<file path="src/rtl/usb_tx_packet_encoder.sv">
// usb_tx_packet_encoder
//   Full-speed USB transmit stage. Turns one-cycle handshake strobes into
//   ACK / NAK packets and a nonce request into a DATA1 packet
//   (4 nonce bytes + CRC16). The serial stream is SYNC, PID, payload and
//   CRC, bit-stuffed and NRZI-encoded, followed by SE0-SE0-J EOP.
//
// Ports
//   clk, n_rst      : clock, asynchronous active-low reset
//   transmit_ack    : strobe, send ACK   (PID 0xD2)
//   transmit_nack   : strobe, send NAK   (PID 0x5A), highest priority
//   send_nonce      : strobe, send DATA1 (PID 0x4B) + nonce + CRC16
//   nonce[31:0]     : payload, captured in the accept cycle, byte 0 first
//   d_plus, d_minus : registered bus lines (idle J = 1/0)
//   tx_busy         : high from the cycle after accept through tx_done
//   tx_done         : one-cycle pulse at the end of the packet
module usb_tx_packet_encoder #(
    parameter int CLKS_PER_BIT = 4
) (
    input  logic        clk,
    input  logic        n_rst,
    input  logic        transmit_ack,
    input  logic        transmit_nack,
    input  logic        send_nonce,
    input  logic [31:0] nonce,
    output logic        d_plus,
    output logic        d_minus,
    output logic        tx_busy,
    output logic        tx_done
);

    localparam int              TW        = $clog2(CLKS_PER_BIT);
    localparam logic [TW-1:0]   TMAX      = TW'(CLKS_PER_BIT - 1);
    localparam logic [7:0]      SYNC      = 8'h80;
    localparam logic [7:0]      PID_ACK   = 8'hD2;
    localparam logic [7:0]      PID_NAK   = 8'h5A;
    localparam logic [7:0]      PID_DATA1 = 8'h4B;
    localparam logic [15:0]     CRC_POLY  = 16'h8005;

    typedef enum logic [2:0] {
        IDLE, SHIFT, STUFF, EOP_SE0, EOP_J, DONE
    } state_t;

    state_t        state, state_n;
    logic [TW-1:0] timer;
    logic [5:0]    bit_idx;     // index of the data bit currently on the line
    logic [2:0]    ones_cnt;    // consecutive 1s in the unstuffed stream
    logic          eop_cnt;     // which SE0 bit time we are in
    logic          lvl;         // NRZI level, 1 = J
    logic          is_data;
    logic [7:0]    pid_q;
    logic [31:0]   nonce_q;
    logic [15:0]   crc;

    logic          accept, wrap, last_bit, stuff_now;
    logic          send_data, send_stuff, se0_start, j_start, crc_upd;
    logic [5:0]    nxt_idx;
    logic [4:0]    noff;
    logic          nxt_bit, crc_fb;

    assign accept    = (state == IDLE) & (transmit_ack | transmit_nack | send_nonce);
    assign wrap      = (timer == TMAX);
    assign last_bit  = (bit_idx == (is_data ? 6'd63 : 6'd15));
    assign stuff_now = (ones_cnt == 3'd6);

    // ---------------- state register ----------------
    always_ff @(posedge clk or negedge n_rst) begin
        if (!n_rst) state <= IDLE;
        else        state <= state_n;
    end

    // ---------------- next-state logic ----------------
    always_comb begin
        state_n = state;
        case (state)
            IDLE:    if (accept) state_n = SHIFT;
            SHIFT:   if (wrap) begin
                         if (stuff_now)     state_n = STUFF;
                         else if (last_bit) state_n = EOP_SE0;
                     end
            STUFF:   if (wrap) state_n = last_bit ? EOP_SE0 : SHIFT;
            EOP_SE0: if (wrap && eop_cnt) state_n = EOP_J;
            EOP_J:   if (wrap) state_n = DONE;
            DONE:    state_n = IDLE;
            default: state_n = IDLE;
        endcase
    end

    // ---------------- output / control decode ----------------
    always_comb begin
        tx_busy    = (state != IDLE);
        tx_done    = (state == DONE);
        // Stuffing is checked before end-of-packet so a trailing run of six
        // 1s in the CRC still gets its stuffed 0 ahead of EOP.
        send_data  = accept |
                     (wrap & ((state == SHIFT) & ~stuff_now & ~last_bit)) |
                     (wrap & ((state == STUFF) & ~last_bit));
        send_stuff = (state == SHIFT) & wrap & stuff_now;
        se0_start  = wrap & last_bit &
                     (((state == SHIFT) & ~stuff_now) | (state == STUFF));
        j_start    = (state == EOP_SE0) & wrap & eop_cnt;
    end

    // Bit source: SYNC, PID, nonce (16..47), then complemented CRC MSB first.
    // For 48..63 the low nibble counts up, so its inverse walks crc[15]..crc[0].
    always_comb begin
        nxt_idx = accept ? 6'd0 : bit_idx + 6'd1;
        noff    = nxt_idx[4:0] - 5'd16;
        if (nxt_idx < 6'd8)       nxt_bit = SYNC[nxt_idx[2:0]];
        else if (nxt_idx < 6'd16) nxt_bit = pid_q[nxt_idx[2:0]];
        else if (nxt_idx < 6'd48) nxt_bit = nonce_q[noff];
        else                      nxt_bit = ~crc[~nxt_idx[3:0]];
        crc_upd = send_data & ~accept & (nxt_idx >= 6'd16) & (nxt_idx < 6'd48);
        crc_fb  = nxt_bit ^ crc[15];
    end

    // ---------------- datapath ----------------
    always_ff @(posedge clk or negedge n_rst) begin
        if (!n_rst) begin
            timer    <= '0;
            bit_idx  <= '0;
            ones_cnt <= '0;
            eop_cnt  <= 1'b0;
            lvl      <= 1'b1;
            is_data  <= 1'b0;
            pid_q    <= '0;
            nonce_q  <= '0;
            crc      <= 16'hFFFF;
            d_plus   <= 1'b1;
            d_minus  <= 1'b0;
        end else begin
            if (accept) begin
                pid_q   <= transmit_nack ? PID_NAK : (transmit_ack ? PID_ACK : PID_DATA1);
                is_data <= ~transmit_nack & ~transmit_ack;
                nonce_q <= nonce;
                crc     <= 16'hFFFF;
                timer   <= '0;
            end else if (state inside {SHIFT, STUFF, EOP_SE0, EOP_J}) begin
                timer   <= wrap ? '0 : timer + TW'(1);
            end

            if (send_data) begin
                bit_idx  <= nxt_idx;
                ones_cnt <= nxt_bit ? ones_cnt + 3'd1 : 3'd0;
                if (!nxt_bit) lvl <= ~lvl;
                d_plus   <= nxt_bit ? lvl : ~lvl;
                d_minus  <= nxt_bit ? ~lvl : lvl;
                if (crc_upd) crc <= {crc[14:0], 1'b0} ^ (crc_fb ? CRC_POLY : 16'h0000);
            end else if (send_stuff) begin
                ones_cnt <= 3'd0;
                lvl      <= ~lvl;
                d_plus   <= ~lvl;
                d_minus  <= lvl;
            end else if (se0_start) begin
                eop_cnt  <= 1'b0;
                d_plus   <= 1'b0;
                d_minus  <= 1'b0;
            end else if (j_start) begin
                lvl      <= 1'b1;
                d_plus   <= 1'b1;
                d_minus  <= 1'b0;
            end else if ((state == EOP_SE0) && wrap) begin
                eop_cnt  <= 1'b1;
            end
        end
    end

endmodule
</file>
<file path="config.mk">
export PLATFORM = sky130hd
export DESIGN_NAME = usb_tx_packet_encoder
export DESIGN_NICKNAME = d
export VERILOG_FILES = /design/src/rtl/usb_tx_packet_encoder.sv
export SDC_FILE = /design/constraint.sdc
export NUM_CORES = 1
export LEC_CHECK = 0
export BUFFER_PORTS_ARGS = -buffer_cell sky130_fd_sc_hd__buf_2
export CORE_MARGIN = 5
export CORE_UTILIZATION = 35
export CTS_BUF_LIST = sky130_fd_sc_hd__clkbuf_4 sky130_fd_sc_hd__clkbuf_8
export DETAILED_ROUTE_END_ITERATION = 6
export PLACE_DENSITY = 0.56
export SLEW_MARGIN = 40
export SYNTH_ARGS = -nofsm -noshare
export SYNTH_HDL_FRONTEND = slang
export SYNTH_SLANG_ARGS = --single-unit
</file>
<file path="constraint.sdc">
create_clock -name clk -period 3 [get_ports clk]
set_input_delay 0.6 -clock clk [delete_from_list [all_inputs] [get_ports clk]]
set_output_delay 0.6 -clock clk [all_outputs]
set_load 0.1 [all_outputs]
</file>
# Word level (Yosys, flattened, before mapping)
# Memories as Yosys holds them, arrays and structs flattened.
# Cells that the tools add are included.
[word_totals]
latchBits = 0
mem_bits_rw = 0
mem_bits_ro = 8
regBits = 75
memories = 1
elab_cells = 135
[memory_table]
columns = ["name", "words", "width", "rd", "rd_ports_with_merged_regs", "wr", "line_no", "source"]
rows = [
  ["(no name shown)", 8, 1, 1, 0, 0, "108", "if (nxt_idx < 6'd8) nxt_bit = SYNC[nxt_idx[2:0]];"],
]
[classes]
n_lt_le_gt_ge = 7
add_sub_neg = 4
div_mod_pow = 0
n_shift = 0
multipliers = 0
n_mux = 49
n_eq_ne = 16
n_reduce_logical = 13
bitwise = 33
[ops]
columns = ["op", "n"]
rows = [
  ["$mux W16", 4],
  ["$mux W3", 10],
  ["$mux W1", 23],
  ["$and A1 B1 Y1", 16],
  ["$mux W8", 2],
  ["$xor A16 B16 Y16", 1],
  ["$pmux W3 S5", 1],
  ["$mux W6", 2],
  ["$ne A2 B2 Y1 const B", 6],
  ["$eq A3 B3 Y1 const B", 3],
  ["$not A1 Y1", 9],
  ["$mux W2", 4],
  ["$reduce_bool A4 Y1", 2],
  ["$add A6 B1 Y6 const B", 1],
  ["$eq A3 B2 Y1 const B", 2],
  ["$eq A6 B6 Y1", 1],
  ["$ge A6 B5 Y1 const B", 1],
  ["$lt A5 B6 Y1 const B", 1],
  ["$lt A6 B4 Y1 const B", 1],
  ["$lt A6 B5 Y1 const B", 1],
  ["$lt A6 B6 Y1 const B", 1],
  ["$ne A3 B3 Y1 const B", 2],
  ["$reduce_and A6 Y1", 1],
  ["$reduce_bool A2 Y1", 3],
  ["18 further kinds", 24],
]

# Longest topological paths before layout
[depth]
ltp_word = 16
mapped_depth = 11
depth_no_buf = 10

# Worst setup path before layout
# OpenSTA, ideal clock, no wires.
[synth_path]
path_type = "reg2reg"
start = "register bit_idx[0]"
end = "register d_minus"
path_stages_with_launch = 12
t_arrival_ns = 2.552
period_less_slack_ns = 2.676
setup_time_ns = 0.124
path_slack_ns = 0.324
cell_sequence = "dfrtp_1 -> ha_1 -> buf_2 -> xor2_2 -> buf_4 -> mux4_2 -> mux2i_1 -> o21ai_0 -> o2111a_2 -> a21oi_4 -> o21ai_1 -> a211o_1"
[synth_via]
elab_chain_len = 11
elab_cells_between_ends = 34
[synth_lines]
columns = ["element", "line_no", "source"]
rows = [
  ["start, declared", "45", "logic [5:0] bit_idx;"],
  ["start signal, assigned", "142", "bit_idx <= nxt_idx;"],
  ["branches (longest 11 deep; another with $add A6 B1 Y6)", "--", ""],
  ["end signal, assigned", "146", "d_minus <= nxt_bit ? ~lvl : lvl;"],
  ["end signal, assigned", "152", "d_minus <= lvl;"],
  ["end, declared", "26", "output logic d_minus,"],
]
# Several ways; the timed one is not identified. The select of a mux whose other input is x is not followed.
# A chain may end at the register's enable or synchronous reset.

# Worst setup path after layout
[layout_path]
start = "register bit_idx[1]"
end = "register d_minus"
# The elaborated chain is that of the path after synthesis.

==> impl_metrics.tcl <==
set metrics [dict create \
    hold_viol_final 0 \
    n_antenna_cell 0 \
    yosys_warnings 0 \
    crit_chain "ha_1, buf_4, or3_1, a32oi_1, a31oi_1, o221a_4, a21oi_4, o21ai_1, a211o_1" \
    cp-end-kind "flip-flop" \
    r2r_cells 9 \
    clk_pin_slew_ps 80 \
    critPathMaxFanout 12 \
    ys_ff_latch 71 \
    async_flop_share 1.00 \
    cts_root_buf "clkbuf_8" \
    min_period_ps 2790 \
    reg2reg_from "bit_idx[1]" \
    mostFrequentLayoutCells "nand2_1 (119), nor2_1 (56), dfrtp_1 (52)" \
    synth_cell_type_count 68 \
    synth_cells 444 \
    cts_max_path_buffers 2 \
    routed_wirelength_um 9550 \
    avgSynthCellArea_um2 8.92 \
    grt_pass1_vias 3328 \
    crit_required_ps 3250 \
    fin_tns_setup_ps 0 \
    start_kind "flip-flop" \
    fin_nets 529 \
    drive_gt1_frac 0.241 \
    min_path_type "input pin to asynchronous set/reset pin" \
    grt_overflow 0 \
    core_area_mm2 0.0110 \
    fin_cells 633 \
    reg2reg_to "d_minus" \
    syn_area_mm2 0.00396 \
    synth_edf_count 0 \
    total_power_w 0.00499 \
    worst-setup-path-type "flip-flop to flip-flop" \
    synth_flop_cell "dfrtp_1" \
    fill_cells 1094 \
    use_met1 0.212 \
    grt_max_degree 33 \
    dieArea_mm2 0.0135 \
    place.gp.congestion 0.851 \
    p_per_area_mw_per_mm2 1080 \
    vdd_ir_drop_max_mv 0.396 \
    io_pins 41 \
    cts_inserted_buffers 9 \
    grt_busiest_layer "met2" \
    slowest_delay_ps 430 \
    num_rows 38 \
    area_growth_pct 16.1 \
    skew_ps 5.79 \
    post-route-period-util 0.931 \
    ys_seq_area_frac 0.454 \
    drtIter0Drc 162 \
    setup_viol 0 \
    critPathSlowestCell "dfrtp_1" \
    clock_latency_ps 360 \
    syn_nets 485 \
    clock-sinks 71 \
    r2r_setup_slack_ps 210 \
    drtAntennaViolNets 0 \
    status "finished, final reports clean" \
    vias 3259 \
    globalRouteTotalUtil 0.153 \
    holdWs_ps 223 \
    post_drt_wl_per_cell_um 15.1 \
    cts-htree-levels 3 \
    layout_commonest_cell "nand2_1" \
    grt_pass1_wl_um 16300 \
    viasPerCell 5.15 \
    rsz0062_at_grt "false" \
    post-dp-hpwl_um 6900 \
    cts_tree "done" \
    timing.fmax_mhz 358 \
    maxSlewHeadroom 0.629 \
    timing.final.ws_setup_ps 207 \
    die_height_um 116 \
    hold_buffers 0 \
    die_w_um 116 \
    dr.pass1.iters 4 \
    worst_pin_slew_ps 557 \
    remaining_drc_errors 0 \
    drv_slew 0 \
    use_met2 0.227 \
    pre_cts_slack_ps 12.1 \
    maxCapViolCount 0 \
    start_util 0.361 \
    p_leak_nw 2.05 \
    arrival_ps 3040 \
    met3_usage 0.0373 \
    antenna_found_initial 0 \
    io_buffer_count 40 \
    dp_cells 615 \
]
==> critical path: cells and delay by family (launching register included) <==
kind | cells | cell delay, ps
AOI/OAI and AO/OA | 6 | 1240
buffers and inverters | 1 | 220
DFF | 1 | 430
adders and majority gates | 1 | 410
and+or+nand+nor | 1 | 380
==> cell type report <==
| class | count | area [um2] | area share |
|---|---|---|---|
| multi-input cells | 336 | 2020 | 0.439 |
| flip-flops and latches | 71 | 1800 | 0.391 |
| repair buffers | 58 | 360 | 0.0783 |
| well taps | 140 | 175 | 0.0381 |
| clock buffers | 10 | 138 | 0.0299 |
| clock inverters | 6 | 60.1 | 0.0131 |
| inverters | 12 | 47.5 | 0.0103 |
==> synthesized netlist by cell type (all sizes together), types with 3 or more instances <==
library cell  number  share of area
nand2            119           0.11
nor2              57          0.055
dfrtp             53           0.33
nor3              22          0.032
a21oi             18          0.026
dfstp             18           0.12
o21ai             15          0.019
clkbuf            13          0.012
buf               12          0.022
inv               12          0.012
or3                8          0.014
mux4               7          0.040
nand3              7         0.0088
xnor2              7          0.015
a31oi              6         0.0095
mux2i              6          0.015
a211oi             4         0.0076
and2               4         0.0063
ha                 4          0.013
o211ai             4         0.0076
a32oi              3         0.0066
and3               3         0.0047
nor3b              3         0.0069
xor2               3         0.0085
==> cells by family after synthesis <==
kind of cell / Yosys count / share of synthesized area
AND/OR/NAND/NOR: 235 / 0.261
AO/OA/AOI/OAI: 71 / 0.132
flip-flops: 71 / 0.454
buffers and inverters: 37 / 0.0467
multiplexers: 14 / 0.0578
XOR/XNOR: 12 / 0.0357
adder cells (fa/ha/maj): 4 / 0.0126
==> repair_timing <==
| action | in CTS | in global routing |
|---|---|---|
| buffers inserted | 0 | 2 |
| gates resized for setup | 1 | 4 |
| pin swaps | 0 | 1 |
| setup endpoints to repair | 1 | 8 |
==> routing by layer <==
layer | share of wire | vias up
met4 | 0.019 | 0
met2 | 0.47 | 71
li1 | - | 1606
met3 | 0.040 | 14
met5 | 0 | -
met1 | 0.47 | 1568
==> stage by stage <==
step | instance area, um2 | utilization
after CTS | 4540 | 0.414
after global placement | 4340 | 0.395
after detailed placement | 4340 | 0.395
after floorplan | 3960 | -
final | 4600 | 0.419
after global routing | 4600 | 0.419
==> report_power, final <==
part           leakage (nW)  internal, W  total, W  switching, W
clock network        0.0981     0.000402  0.000773      0.000371
registers             0.824      0.00140   0.00172      0.000323
logic                  1.12      0.00111   0.00249       0.00138
==> sequential cells by signal, indices dropped and copies added (netlist names) <==
name	flops
lvl	1
ones_cnt	3
d_plus	1
is_data	1
pid_q	4
timer	2
state	3
eop_cnt	1
nonce_q	32
d_minus	1
crc	16
bit_idx	6
==> worst max-delay path by stage <==
stage          startpoint      end  slack [ps]  depth (start not counted)
2_1_floorplan  bit_idx[0]  d_minus         320                         11
3_3_place_gp   bit_idx[1]  d_minus         110                         10
6_report       bit_idx[1]  d_minus         210                          9
4_1_cts        bit_idx[1]  d_minus          70                          9
3_5_place_dp   bit_idx[1]  d_minus          10                         10
5_1_grt        bit_idx[1]  d_minus           4                          9
(Power assumes the default switching activity.)
